===== src/rtl/bank_cmd_sched.sv =====
// ============================================================================
//  Module      : bank_cmd_sched
//  Description : Per-bank ACT/RD/WR/PRE sequencer enforcing tRCD/tRAS/tRP,
//                driving one Bank datapath and returning CAS-delayed reads.
//  Revision    : 1.0 - initial release
// ============================================================================
`default_nettype none

module bank_cmd_sched #(
    parameter int DEVICE_WIDTH = 4,
    parameter int COLWIDTH     = 10,
    parameter int CHWIDTH      = 5,
    parameter int TRCD         = 3,
    parameter int TRAS         = 8,
    parameter int TRP          = 3,
    parameter int CL           = 2
) (
    input  logic                    clk,
    input  logic                    rst,
    input  logic                    cmd_valid,
    output logic                    cmd_ready,
    input  logic [1:0]              cmd,
    input  logic [CHWIDTH-1:0]      cmd_row,
    input  logic [COLWIDTH-1:0]     cmd_col,
    input  logic [DEVICE_WIDTH-1:0] cmd_wdata,
    output logic [DEVICE_WIDTH-1:0] rdata,
    output logic                    rdata_valid,
    output logic                    err,
    output logic                    bank_open,
    output logic [CHWIDTH-1:0]      open_row,
    output logic                    bank_rd_o_wr,
    output logic [CHWIDTH-1:0]      bank_row,
    output logic [COLWIDTH-1:0]     bank_col,
    output logic [DEVICE_WIDTH-1:0] bank_dqin,
    input  logic [DEVICE_WIDTH-1:0] bank_dqout
);

    localparam int c_MAX_T = (TRAS > TRP) ? ((TRAS > TRCD) ? TRAS : TRCD)
                                          : ((TRP > TRCD) ? TRP : TRCD);
    localparam int c_CW = $clog2(c_MAX_T + 1);

    localparam logic [c_CW-1:0] c_TRCD_LD = c_CW'(TRCD - 1);
    localparam logic [c_CW-1:0] c_TRAS_LD = c_CW'(TRAS - 1);
    localparam logic [c_CW-1:0] c_TRP_LD  = c_CW'(TRP - 1);
    localparam logic [c_CW-1:0] c_ONE     = c_CW'(1);

    localparam logic [1:0] c_CMD_ACT = 2'b00;
    localparam logic [1:0] c_CMD_RD  = 2'b01;
    localparam logic [1:0] c_CMD_WR  = 2'b10;
    localparam logic [1:0] c_CMD_PRE = 2'b11;

    typedef enum logic [1:0] {
        S_IDLE        = 2'd0,
        S_ACTIVATING  = 2'd1,
        S_ACTIVE      = 2'd2,
        S_PRECHARGING = 2'd3
    } state_t;

    state_t                  r_state;
    state_t                  w_state_nxt;
    logic [c_CW-1:0]         r_tmr_cnt;
    logic [c_CW-1:0]         r_ras_cnt;
    logic                    w_ras_done;
    logic                    w_acc;
    logic                    w_act_ok;
    logic                    w_rd_ok;
    logic                    w_wr_ok;
    logic                    w_pre_ok;
    logic                    w_illegal;
    logic [CL-1:0]           r_rd_pipe;
    logic [CHWIDTH-1:0]      r_row;
    logic [COLWIDTH-1:0]     r_bank_col;
    logic [DEVICE_WIDTH-1:0] r_bank_dqin;
    logic                    r_bank_wr;
    logic                    r_err;
    logic [DEVICE_WIDTH-1:0] r_rdata;
    logic                    r_rdata_valid;

    assign w_ras_done = (r_ras_cnt == '0);
    assign w_acc      = cmd_valid && cmd_ready;
    assign w_act_ok   = w_acc && (r_state == S_IDLE)   && (cmd == c_CMD_ACT);
    assign w_rd_ok    = w_acc && (r_state == S_ACTIVE) && (cmd == c_CMD_RD);
    assign w_wr_ok    = w_acc && (r_state == S_ACTIVE) && (cmd == c_CMD_WR);
    assign w_pre_ok   = w_acc && (r_state == S_ACTIVE) && (cmd == c_CMD_PRE);
    assign w_illegal  = w_acc && (((r_state == S_IDLE)   && (cmd != c_CMD_ACT)) ||
                                  ((r_state == S_ACTIVE) && (cmd == c_CMD_ACT)));

    always_ff @(posedge clk) begin
        if (rst) begin
            r_state <= S_IDLE;
        end else begin
            r_state <= w_state_nxt;
        end
    end

    // Accept is decided from cmd_valid directly so the ready path stays acyclic.
    always_comb begin
        w_state_nxt = r_state;
        cmd_ready   = 1'b0;
        case (r_state)
            S_IDLE: begin
                cmd_ready = 1'b1;
                if (cmd_valid && (cmd == c_CMD_ACT)) begin
                    w_state_nxt = (TRCD == 1) ? S_ACTIVE : S_ACTIVATING;
                end
            end
            S_ACTIVATING: begin
                if (r_tmr_cnt <= c_ONE) begin
                    w_state_nxt = S_ACTIVE;
                end
            end
            S_ACTIVE: begin
                cmd_ready = !((cmd == c_CMD_PRE) && !w_ras_done);
                if (cmd_valid && (cmd == c_CMD_PRE) && w_ras_done) begin
                    w_state_nxt = (TRP == 1) ? S_IDLE : S_PRECHARGING;
                end
            end
            S_PRECHARGING: begin
                if (r_tmr_cnt <= c_ONE) begin
                    w_state_nxt = S_IDLE;
                end
            end
            default: w_state_nxt = S_IDLE;
        endcase
        if (rst) begin
            cmd_ready   = 1'b0;
            w_state_nxt = S_IDLE;
        end
    end

    // tRCD and tRP never overlap, so they share one timer; tRAS runs alongside.
    always_ff @(posedge clk) begin
        if (rst) begin
            r_tmr_cnt <= '0;
            r_ras_cnt <= '0;
        end else begin
            if (w_act_ok) begin
                r_tmr_cnt <= c_TRCD_LD;
            end else if (w_pre_ok) begin
                r_tmr_cnt <= c_TRP_LD;
            end else if (r_tmr_cnt != '0) begin
                r_tmr_cnt <= r_tmr_cnt - c_ONE;
            end

            if (w_act_ok) begin
                r_ras_cnt <= c_TRAS_LD;
            end else if (r_ras_cnt != '0) begin
                r_ras_cnt <= r_ras_cnt - c_ONE;
            end
        end
    end

    always_ff @(posedge clk) begin
        if (rst) begin
            r_row         <= '0;
            r_bank_col    <= '0;
            r_bank_dqin   <= '0;
            r_bank_wr     <= 1'b0;
            r_err         <= 1'b0;
            r_rd_pipe     <= '0;
            r_rdata       <= '0;
            r_rdata_valid <= 1'b0;
        end else begin
            r_err       <= w_illegal;
            r_bank_wr   <= w_wr_ok;
            r_bank_dqin <= w_wr_ok ? cmd_wdata : '0;
            if (w_rd_ok || w_wr_ok) begin
                r_bank_col <= cmd_col;
            end
            if (w_act_ok) begin
                r_row <= cmd_row;
            end else if (w_pre_ok) begin
                r_row <= '0;
            end
            // Stage CL-1 is live during cycle t+CL, when bank_dqout holds the read.
            r_rd_pipe[0] <= w_rd_ok;
            for (int i = 1; i < CL; i++) begin
                r_rd_pipe[i] <= r_rd_pipe[i-1];
            end
            r_rdata_valid <= r_rd_pipe[CL-1];
            r_rdata       <= r_rd_pipe[CL-1] ? bank_dqout : '0;
        end
    end

    assign bank_open    = (r_state == S_ACTIVE);
    assign open_row     = r_row;
    assign bank_row     = r_row;
    assign bank_col     = r_bank_col;
    assign bank_dqin    = r_bank_dqin;
    assign bank_rd_o_wr = r_bank_wr;
    assign err          = r_err;
    assign rdata        = r_rdata;
    assign rdata_valid  = r_rdata_valid;

endmodule

`default_nettype wire


===== config.mk =====
export PLATFORM = sky130hd
export DESIGN_NAME = bank_cmd_sched
export DESIGN_NICKNAME = d
export VERILOG_FILES = /design/src/rtl/bank_cmd_sched.sv
export SDC_FILE = /design/constraint.sdc
export NUM_CORES = 1
export LEC_CHECK = 0
export CAP_MARGIN = 10
export CORE_AREA = 2 2 64 66
export DETAILED_ROUTE_END_ITERATION = 16
export DIE_AREA = 0 0 66 68
export GPL_ROUTABILITY_DRIVEN = 1
export PLACE_DENSITY_LB_ADDON = 0.1
export SYNTH_ARGS = -nofsm -noshare
export SYNTH_HDL_FRONTEND = slang
export SYNTH_SLANG_ARGS = --single-unit

===== constraint.sdc =====
create_clock -name clk -period 2.22 [get_ports clk]
set_input_delay 0.666 -clock clk [delete_from_list [all_inputs] [get_ports clk]]
set_output_delay 0.666 -clock clk [all_outputs]
set_load 0.05 [all_outputs]

==> report_table.html <==
<table>
<tr><th>Metric</th><th>Value</th></tr>
<tr><th colspan="2">Outcome</th></tr>
<tr><td>Outcome</td><td>complete, no violations</td></tr>
<tr><th colspan="2">Setup path</th></tr>
<tr><td>Cell class contributing the biggest share of worst-path delay</td><td>simple AND/OR/NAND/NOR gates</td></tr>
<tr><td>Highest fanout seen on the critical path</td><td>2</td></tr>
<tr><td>Ordered cell list for the critical path</td><td>inv_2, ha_4, nor3b_4, o21a_1, nor2_2, nor2_4, buf_12</td></tr>
<tr><td>Delay of the slowest critical-path stage</td><td>330 ps</td></tr>
<tr><td>Stages on worst setup path</td><td>7</td></tr>
<tr><td>Crit path launch type</td><td>register</td></tr>
<tr><td>Depth of the most critical reg-to-reg path</td><td>6</td></tr>
<tr><td>Arrival time at the worst endpoint</td><td>between 1500 and 2000 ps</td></tr>
<tr><td>Crit. End Element</td><td>output pin</td></tr>
<tr><td>Crit-path slowest cell</td><td>dfxtp_2</td></tr>
<tr><td>Class of the most critical setup path</td><td>reg2out</td></tr>
<tr><td>Required time of the critical path</td><td>1550 ps</td></tr>
<tr><td>Buffer and inverter count on the worst path</td><td>2</td></tr>
<tr><th colspan="2">Global route</th></tr>
<tr><td>Vias in the first global route</td><td>1181</td></tr>
<tr><td>Met1 track demand over resource</td><td>a little under a fifth</td></tr>
<tr><td>First-pass GRT wire length</td><td>approximately 5.3 mm</td></tr>
<tr><td>Most congested layer reported by global routing</td><td>met2</td></tr>
<tr><td>Met3 Track Usage GR</td><td>5.26%</td></tr>
<tr><td>Overflow left after global routing</td><td>0</td></tr>
<tr><td>Antenna violations before repair</td><td>0</td></tr>
<tr><td>Met2 routing resource usage after global routing</td><td>about 26%</td></tr>
<tr><td>All-Layer GR Usage</td><td>about 15%</td></tr>
<tr><td>Pin count of the biggest net entering global routing</td><td>17</td></tr>
<tr><th colspan="2">Logic synthesis</th></tr>
<tr><td>Area of the mapped netlist</td><td>approximately 1500 sq um</td></tr>
<tr><td>Number of flip-flops and latches in the synthesized netlist</td><td>38</td></tr>
<tr><td>Cell count after synthesis</td><td>between 100 and 150</td></tr>
<tr><td>Syn Nets</td><td>180</td></tr>
<tr><td>Distinct cells, synth</td><td>37</td></tr>
<tr><td>Portion of the post-synthesis area used by sequential elements</td><td>about half</td></tr>
<tr><td>Synthesized area divided by synthesized cell count</td><td>10.3 sq um</td></tr>
<tr><td>YS warnings</td><td>0</td></tr>
<tr><th colspan="2">Timing</th></tr>
<tr><td>Worst Tran Pin Value</td><td>516 ps</td></tr>
<tr><td>Final hold violation count</td><td>0</td></tr>
<tr><td>Final Setup Violations</td><td>0</td></tr>
<tr><td>Worst hold margin</td><td>approximately 450 ps</td></tr>
<tr><td>Final worst setup slack</td><td>around 46 ps</td></tr>
<tr><td>Post-route fraction of the period consumed by the critical path</td><td>97.9%</td></tr>
<tr><td>Worst-case clock skew</td><td>between 5 and 6 ps</td></tr>
<tr><td>Setup repair after global routing missed its margin</td><td>yes</td></tr>
<tr><td>Pins over their slew limit</td><td>0</td></tr>
<tr><td>Slew headroom</td><td>about two thirds</td></tr>
<tr><td>Clock period minus worst slack</td><td>between 2000 and 2500 ps</td></tr>
<tr><td>Highest clock frequency the design can meet</td><td>460 MHz</td></tr>
<tr><th colspan="2">Floorplanning</th></tr>
<tr><td>Die Outline Area</td><td>~4500 sq um</td></tr>
<tr><td>Die extent in x</td><td>between 60 and 70 microns</td></tr>
<tr><td>Area of the placeable core</td><td>between 3000 and 4000 sq um</td></tr>
<tr><td>Height of the chip</td><td>a little under 70 microns</td></tr>
<tr><td>Site row count</td><td>23</td></tr>
<tr><td>Effective utilization at floorplan</td><td>39.4%</td></tr>
<tr><td>Number of top-level pins</td><td>between 60 and 70</td></tr>
<tr><th colspan="2">Clock network</th></tr>
<tr><td>Library cell used as clock root buffer</td><td>clkbuf_8</td></tr>
<tr><td>Number of H-tree branching levels</td><td>2</td></tr>
<tr><td>CTS tree</td><td>done</td></tr>
<tr><td>Count of hold buffers inserted by post-cts repair</td><td>0</td></tr>
<tr><td>Clock-pin transition on the worst setup and hold timing paths</td><td>roughly 70 ps</td></tr>
<tr><td>Latest clock arrival within the worst-skew pair</td><td>290 ps</td></tr>
<tr><td>Count of clock tree sinks</td><td>38</td></tr>
<tr><td>Clock buffer count from CTS</td><td>5</td></tr>
<tr><td>Maximum clock path buffer count</td><td>2</td></tr>
<tr><th colspan="2">Placement</th></tr>
<tr><td>Setup slack after placement</td><td>-233 ps</td></tr>
<tr><td>Final HPWL DP</td><td>2.53 mm</td></tr>
<tr><td>Weighted congestion reported at the end of routability-driven placement</td><td>0.773</td></tr>
<tr><td>Number of placed instances with taps included</td><td>257</td></tr>
<tr><td>Port Buffers</td><td>60</td></tr>
<tr><th colspan="2">Cells and area</th></tr>
<tr><td>Area taken by flip-flops and latches</td><td>approximately 760 sq um</td></tr>
<tr><td>Layout-stage area growth over the synthesis result</td><td>56.9%</td></tr>
<tr><td>Non-Filler Instances</td><td>270</td></tr>
<tr><td>Ant diodes</td><td>0</td></tr>
<tr><td>Layout cell share with drive strength beyond 1</td><td>about a fifth</td></tr>
<tr><td>Layout filler cell count</td><td>340</td></tr>
<tr><td>Count of nets after finishing</td><td>approximately 250</td></tr>
<tr><td>Area occupied by multi-input gates</td><td>slightly above 700 sq um</td></tr>
<tr><th colspan="2">Pwr</th></tr>
<tr><td>Power dissipated by switching net loads</td><td>roughly 0.7 mW</td></tr>
<tr><td>Fraction of power spent switching nets</td><td>32.8%</td></tr>
<tr><td>Combinational share of power</td><td>around two fifths</td></tr>
<tr><td>Pint</td><td>roughly 1.4 mW</td></tr>
<tr><td>Clock power share</td><td>about a quarter</td></tr>
<tr><td>Sequential fraction of design power</td><td>between 30% and 40%</td></tr>
<tr><td>Power density over the cells</td><td>875 nW/um^2</td></tr>
<tr><td>LEAKAGE</td><td>0.907 nW</td></tr>
<tr><td>Peak supply drop</td><td>~0.44 mV</td></tr>
<tr><th colspan="2">Drt</th></tr>
<tr><td>Routed len/inst</td><td>between 10 and 15 microns</td></tr>
<tr><td>First-pass DRT Iterations</td><td>4</td></tr>
<tr><td>Drt first-iter violations</td><td>53</td></tr>
<tr><td>Number of routed nets with antenna violations</td><td>0</td></tr>
<tr><td>Overall routed net length</td><td>between 3 and 4 mm</td></tr>
<tr><td>Count of unresolved DRC violations after routing</td><td>0</td></tr>
<tr><td>Via density</td><td>4.78</td></tr>
<tr><td>Via count of the routed design</td><td>1290</td></tr>
<tr><th colspan="2">Min path</th></tr>
<tr><td>Classification of the worst-slack hold path</td><td>reg2reg</td></tr>
<tr><td>Worst Hold Depth</td><td>1</td></tr>
<tr><th colspan="2">Job</th></tr>
<tr><td>Max Cap Viol</td><td>0</td></tr>
</table>
[cells in the mapped netlist]
| master | n | share of area (%) |
|---|---|---|
| a21boi_0 | 1 | 0.49 |
| a21oi_1 | 8 | 2.6 |
| a21oi_4 | 1 | 1.1 |
| a22o_1 | 5 | 2.9 |
| and2_1 | 8 | 3.3 |
| buf_1 | 1 | 0.25 |
| buf_4 | 6 | 3.0 |
| clkbuf_1 | 1 | 0.25 |
| clkbuf_2 | 1 | 0.33 |
| dfxtp_1 | 38 | 50 |
| ha_1 | 5 | 4.1 |
| inv_1 | 5 | 1.2 |
| mux2_2 | 1 | 0.74 |
| mux2i_1 | 12 | 7.9 |
| nand2_1 | 3 | 0.74 |
| nand2b_1 | 4 | 1.6 |
| nand3_1 | 1 | 0.33 |
| nand3b_1 | 1 | 0.49 |
| nor2_1 | 17 | 4.2 |
| nor2b_1 | 2 | 0.82 |
| nor3_1 | 5 | 1.6 |
| nor3_2 | 1 | 0.66 |
| nor3b_1 | 2 | 0.99 |
| nor4_1 | 2 | 0.82 |
| o21a_1 | 2 | 0.99 |
| o21ai_0 | 3 | 0.99 |
| o21bai_1 | 1 | 0.49 |
| o22ai_4 | 1 | 1.3 |
| o311a_2 | 1 | 0.74 |
| o31a_2 | 1 | 0.66 |
| or2_2 | 1 | 0.41 |
| or3_1 | 1 | 0.41 |
| or3_4 | 1 | 0.74 |
| or3b_1 | 1 | 0.58 |
| or3b_4 | 1 | 0.74 |
| or4b_2 | 1 | 0.66 |
| xnor2_1 | 1 | 0.58 |
[area by class of cell]
| cell class | count | share of cell area [%] |
|---|---|---|
| inverter | 5 | 0.788 |
| clock buffer | 6 | 3.47 |
| timing repair buffer | 74 | 30.4 |
| multi-input combinational | 95 | 30.1 |
| tap | 50 | 2.63 |
| sequential | 38 | 32.1 |
| clock inverter | 2 | 0.525 |
[stage by stage]
stage          power, mW  util (%)  TNS [ps]  area (sq um)
6_report            2.08      61.7         0          2380
5_1_grt             2.21      61.7     -42.8          2380
4_1_cts             2.07      61.1     -3.55          2360
3_5_place_dp        1.51      57.6      -741          2220
3_3_place_gp        1.49      57.6      -519          2220
2_1_floorplan       1.27         -         0          1530
[layout by cell type (no fill, tap or decap), types with 2 or more instances in the layout]
master,n
a22o_1,5
nand2_1,3
ha_1,3
nor2_1,15
nor2b_1,2
inv_2,2
o21a_1,2
inv_1,3
clkbuf_8,6
buf_12,2
nor3_1,5
dfxtp_1,35
clkdlybuf4s50_1,56
buf_4,14
dfxtp_2,3
and2_1,8
nor4_1,2
o21ai_0,3
dlygate4sd2_1,2
mux2i_1,12
nand2b_1,4
a21oi_1,8
[state kept, by name, summed over array words and instances, names as in the netlist, 2 cells and up]
name       count
r_ras_cnt      4
r_rd_pipe      2
r_state        2
bank_col      10
r_tmr_cnt      4
rdata          4
bank_row       5
bank_dqin      4
[what timing repair did]
item / CTS / global route
endpoints found under the setup margin: 1 / 1
endpoints found under the hold margin: 0 / 0
gates resized for setup: 11 / 1
pin swaps: 5 / 3
buffers inserted: 3 / 3
[layer usage]
metal	wire [microns]	share of wire (%)	vias up
met1	1430	43	592
met3	247	7.4	6
met4	34	1.0	0
met2	1630	49	47
met5	0	0	-
li1	-	-	645
[logic make-up after synthesis]
kind of cell	Yosys count	synth area share, %
and+or+nand+nor	52	19.2
buffers and inverters	14	5.03
muxes	13	8.66
DFF	38	50.1
AOI/OAI and AO/OA	24	12.3
adders and majority gates	5	4.12
xor gates and xnor gates	1	0.577
[final timing paths]
kind | endpoint | slack, ps | from
max | cmd_ready | 50 | r_ras_cnt[0]$_SDFFE_PP0P_
min | r_rd_pipe[1]$_SDFF_PP0_ | 450 | r_rd_pipe[0]$_SDFF_PP0_
max reg2reg | bank_row[4]$_SDFFE_PP0P_ | 420 | r_state[1]$_SDFFE_PP0P_
min reg2reg | r_rd_pipe[1]$_SDFF_PP0_ | 450 | r_rd_pipe[0]$_SDFF_PP0_
[power by group through the flow]
stage	clock [mW]	sequential, mW	combinational (mW)
floorplan	0	0.847	0.426
detailed placement	0	0.804	0.711
finish	0.488	0.802	0.793
CTS	0.505	0.800	0.763
global route	0.538	0.814	0.860
global placement	0	0.798	0.694
(Power assumes the default switching activity.)
